===== config.mk =====
export PLATFORM = sky130hd
export DESIGN_NAME = vga_sync_gen
export DESIGN_NICKNAME = d
export VERILOG_FILES = /design/src/rtl/vga_sync_gen.sv
export SDC_FILE = /design/constraint.sdc
export NUM_CORES = 1
export LEC_CHECK = 0
export BUFFER_PORTS_ARGS = -buffer_cell sky130_fd_sc_hd__buf_2
export CAP_MARGIN = 20
export CORE_UTILIZATION = 32
export CTS_BUF_LIST = sky130_fd_sc_hd__clkbuf_8
export CTS_CLUSTER_DIAMETER = 30
export CTS_CLUSTER_SIZE = 10
export DETAILED_ROUTE_END_ITERATION = 10
export HOLD_SLACK_MARGIN = 0.05
export PLACE_DENSITY = 0.55
export SLEW_MARGIN = 30
export SYNTH_ARGS = -nofsm -noshare
export SYNTH_HDL_FRONTEND = slang
export SYNTH_SLANG_ARGS = --single-unit

===== constraint.sdc =====
create_clock -name CLK -period 2.3 [get_ports CLK]
set_input_delay 0.23 -clock CLK [delete_from_list [all_inputs] [get_ports CLK]]
set_output_delay 0.23 -clock CLK [all_outputs]
set_load 0.005 [all_outputs]

===== src/rtl/vga_sync_gen.sv =====
// rtl/vga_sync_gen.sv - VGA horizontal/vertical sync and pixel coordinate generator
//
// Purpose: free-running 2-D raster counter that advances one pixel per PixelEn
// strobe. Syncs and the visible-area flag are decoded straight from the
// counter registers, so they stay aligned with PixelX/PixelY.
//
// Ports:
//   CLK        in   system clock, rising-edge
//   RST        in   synchronous reset, active-high, wins over PixelEn
//   PixelEn    in   one-CLK pixel strobe
//   HSync      out  horizontal sync, active-low
//   VSync      out  vertical sync, active-low
//   Video_On   out  high inside the visible area
//   PixelX     out  [9:0] horizontal count
//   PixelY     out  [9:0] vertical count
//   FrameTick  out  one-CLK pulse after the end-of-frame wrap
//
// Build option: VGA_SYNC_FRAMETICK_EN enables FrameTick; when undefined the
// port is tied low and no pulse logic exists.
module vga_sync_gen #(
  parameter int H_DISPLAY = 640,
  parameter int H_FP      = 16,
  parameter int H_SYNC    = 96,
  parameter int H_BP      = 48,
  parameter int V_DISPLAY = 480,
  parameter int V_FP      = 10,
  parameter int V_SYNC    = 2,
  parameter int V_BP      = 33
) (
  input  logic       CLK,
  input  logic       RST,
  input  logic       PixelEn,
  output logic       HSync,
  output logic       VSync,
  output logic       Video_On,
  output logic [9:0] PixelX,
  output logic [9:0] PixelY,
  output logic       FrameTick
);

  localparam int H_TOT = H_DISPLAY + H_FP + H_SYNC + H_BP;
  localparam int V_TOT = V_DISPLAY + V_FP + V_SYNC + V_BP;

  localparam logic [9:0] H_LAST   = 10'(H_TOT - 1);
  localparam logic [9:0] V_LAST   = 10'(V_TOT - 1);
  localparam logic [9:0] H_VIS    = 10'(H_DISPLAY);
  localparam logic [9:0] V_VIS    = 10'(V_DISPLAY);
  localparam logic [9:0] HS_START = 10'(H_DISPLAY + H_FP);
  localparam logic [9:0] HS_END   = 10'(H_DISPLAY + H_FP + H_SYNC - 1);
  localparam logic [9:0] VS_START = 10'(V_DISPLAY + V_FP);
  localparam logic [9:0] VS_END   = 10'(V_DISPLAY + V_FP + V_SYNC - 1);

  logic [9:0] h_q, h_d;
  logic [9:0] v_q, v_d;
  logic       h_wrap, v_wrap;

  always_comb begin
    h_wrap = (h_q == H_LAST);
    v_wrap = (v_q == V_LAST);
    h_d    = h_wrap ? 10'd0 : h_q + 10'd1;
    v_d    = v_q;
    // The line counter only moves on the pixel that closes a line.
    if (h_wrap) begin
      v_d = v_wrap ? 10'd0 : v_q + 10'd1;
    end
  end

  always_ff @(posedge CLK) begin
    if (RST) begin
      h_q <= 10'd0;
      v_q <= 10'd0;
    end else if (PixelEn) begin
      h_q <= h_d;
      v_q <= v_d;
    end
  end

  assign PixelX   = h_q;
  assign PixelY   = v_q;
  assign HSync    = !((h_q >= HS_START) && (h_q <= HS_END));
  assign VSync    = !((v_q >= VS_START) && (v_q <= VS_END));
  assign Video_On = (h_q < H_VIS) && (v_q < V_VIS);

`ifdef VGA_SYNC_FRAMETICK_EN
  logic frame_tick_q;

  // Set only by a strobe that wraps both counters, and cleared on the very
  // next edge even without a strobe, so the pulse is always one CLK wide.
  always_ff @(posedge CLK) begin
    if (RST) begin
      frame_tick_q <= 1'b0;
    end else begin
      frame_tick_q <= PixelEn && h_wrap && v_wrap;
    end
  end

  assign FrameTick = frame_tick_q;
`else
  assign FrameTick = 1'b0;
`endif

endmodule


==> qor.yml <==
outcome: "completed"
crit_fanout: 7
cts.path.max_buffers: 2
tns_ps: 0
drt_wl_total_mm: 2.44
powerDensity_mw_per_mm2: 482
worstSetupStartpointType: "flip-flop"
drcViolationCount: 0
maxSlewHeadroom_pct: 58.1
finalSetupViolCount: 0
cap_violations: 0
vias: 971
placementRows: 20
port_buffers: 25
cts_max_level: 1
cts_tree: "yes"
max_stage_delay_ps: 560
yosysWarnings: 0
antenna_found_initial: 0
die_h_um: 60.2
period_needed_ps: 1970
swShare_pct: 22.2
synth-seq-area-share_pct: 36.9
grt_max_degree: 18
p_seq_share_pct: 58.0
cp_num_buf_inv: 1
switching_power_uw: 136
clock-sinks: 20
layout_common_cells: "25 x buf_2, 20 x dfxtp_1, 13 x nor2_1, 10 x nand2_1, 9 x nand3_1"
nFillCells: 328
p_leak_uw: 0.000521
p_clk_share_pct: 37.2
synthesis.nets: 134
cts-root-buf: "clkbuf_8"
reg2reg_from: "PixelY[0]$_SDFFE_PP0P_"
clock_latency_ps: 250
cts.clk_slew.worst_paths_ps: 70
ys_ff_latch: 20
dp_hpwl_mm: 1.75
grt_usage_pct: 14.4
r2r_end: "PixelY[8]$_SDFFE_PP0P_"
routed_via_density: 5.03
cts_resized: 0
die-area_mm2: 0.00363
die_x_um: 60.2
antenna_left: 0
postCtsSetupRepairBufs: 0
finalCritPeriodShare_pct: 85.8
area_delta_synth_final_pct: 17.3
drtPass1Iterations: 4
rsz0062_at_grt: "no"
overflow: 0
synthCells: 126
timing_worst_setup_path_type: "reg -> reg"
initial_core_util_pct: 34.7
holdPathStages: 2
drive_gt1_share_pct: 20.1
grt_pass1_wl_mm: 3.86
worstRegToRegCells: 6
synth_cell_type_count: 36
final_common_cell: "buf_2"
drt_iter0_drc: 22
clock.fmax_mhz: 507
syn_avg_cell_area_um2: 8.61
critPathRequiredTime_ps: 2470
combPwrFrac_pct: 4.9
core_mm2: 0.00313
antenna_cells: 0
ios: 27
gp_congestion: 0.844
cpMaxStageDelayCell: "a41oi_1"
cts_made_buffers: 3
holdBufCountCts: 0
layout.nets: 159
p_int_uw: 478
min_to: "PixelY[7]$_SDFFE_PP0P_"
grt_pass1_vias: 805
final_core_util_pct: 40.7
synthesis.area_mm2: 0.00108
crit_family: "compound AO/OA/AOI/OAI gates"
drv_slew: 0
crit_path_end_kind: "flip-flop"
hold_class: "in -> reg"
hold_viol: 0
critPathArrivalTime_ps: 2150
skew_ps: 0.955
wl_per_cell_um: 12.6
tightest_slew_ps: 621
ir_drop_v: 0.000310
crit_chain: "inv_1 > ha_1 > nor4b_1 > a41oi_1 > nand2b_1 > o31ai_1"
hold_path.startpoint: "RST"
rrSetupSlack_ps: 330
worst max-delay path by stage:
| stage | from | endpoint | slack [ps] | depth (start not counted) |
|---|---|---|---|---|
| after detailed placement | PixelY[0]$_SDFFE_PP0P_ | PixelY[8]$_SDFFE_PP0P_ | 370 | 6 |
| after global routing | PixelY[0]$_SDFFE_PP0P_ | PixelY[6]$_SDFFE_PP0P_ | 170 | 6 |
| after floorplan | PixelY[0]$_SDFFE_PP0P_ | PixelY[5]$_SDFFE_PP0P_ | 620 | 6 |
| after CTS | PixelY[0]$_SDFFE_PP0P_ | PixelY[6]$_SDFFE_PP0P_ | 340 | 6 |
| after global placement | PixelX[5]$_SDFFE_PP0P_ | PixelY[7]$_SDFFE_PP0P_ | 440 | 4 |
| final | PixelY[0]$_SDFFE_PP0P_ | PixelY[8]$_SDFFE_PP0P_ | 330 | 6 |
area by class of cell:
| type | count | area (um2) | share of cell area [%] |
|---|---|---|---|
| Clock buffer | 3 | 41.3 | 3.24 |
| Multi-Input combinational cell | 95 | 628 | 49.4 |
| Sequential cell | 20 | 400 | 31.5 |
| Inverter | 6 | 22.5 | 1.77 |
| Timing Repair Buffer | 25 | 125 | 9.83 |
| Tap cell | 44 | 55.1 | 4.33 |
registers in the layout, indices dropped and copies added, names as in the netlist:
register and cells:
PixelY 10, PixelX 10
cell families (layout without fill, tap and decap cells):
family | after synthesis | after routing | synth area share [%]
mux | 2 | 2 | 1.85
buf+inv | 11 | 34 | 5.19
compound gates | 19 | 19 | 12.7
fa+ha+maj | 5 | 5 | 5.77
simple gates | 59 | 59 | 30.0
other cells | 1 | 1 | 0.346
xor+xnor | 9 | 9 | 7.27
flops | 20 | 20 | 36.9
worst reg2reg max path, cell delays in order, from the launching register on:
cell      delay [ps]
dfxtp_1          400
inv_1            110
ha_1             210
nor4b_1          140
a41oi_1          560
nand2b_1         230
o31ai_1          260
metal layers:
layer  global-route usage [%]  wire length, um
met5                        0                0
met3                     2.60              106
met4                     5.98               25
met1                     19.7             1200
met2                     22.1             1110
power by group through the flow:
stage / Clock, uW / Combinational, uW / Sequential [uW]
6_report: 228 / 29.8 / 356
5_1_grt: 251 / 34.2 / 357
4_1_cts: 238 / 30.3 / 356
3_5_place_dp: 0 / 30.2 / 364
3_3_place_gp: 0 / 28.9 / 364
2_1_floorplan: 0 / 20.0 / 363
synthesized netlist by cell type:
cell type  instances  area (um2)
a21oi_1            1        5.00
nand2_1           10        37.5
dfxtp_1           20         400
nor2b_1            1        6.26
or4_1              1        7.51
a41oi_1            1        8.76
buf_6              1        11.3
o21ai_1            1        5.00
buf_2              3        15.0
inv_1              5        18.8
mux2i_1            2        20.0
nor2_1            13        48.8
ha_1               5        62.6
o21ai_0            3        15.0
nand3_1            9        45.0
nor4b_4            1        23.8
a32oi_1            1        8.76
nor4b_1            1        8.76
clkinv_1           1        3.75
xnor2_1            4        35.0
and2_1             1        6.26
buf_4              1        7.51
o31ai_1            3        22.5
nand2b_1           2        12.5
and4_1             1        8.76
o41ai_1            2        17.5
nor3_1             5        25.0
nand4_2            1        12.5
xor2_1             5        43.8
conb_1             1        3.75
nor3b_1            1        7.51
o211ai_1           5        37.5
nand4_1            6        37.5
or3_1              3        18.8
and3_1             3        18.8
a22o_1             2        17.5
per-stage QoR:
stage	worst slack (ps)	instance area [um2]	hold slack [ps]	power, uW	cells
6_report	327	1270	212	614	193
5_1_grt	166	1270	228	642	193
4_1_cts	342	1270	211	624	193
3_5_place_dp	370	1230	489	394	190
3_3_place_gp	442	1230	491	392	190
2_1_floorplan	619	1080	299	383	126
No activity file was read; power rests on OpenSTA's default activity.
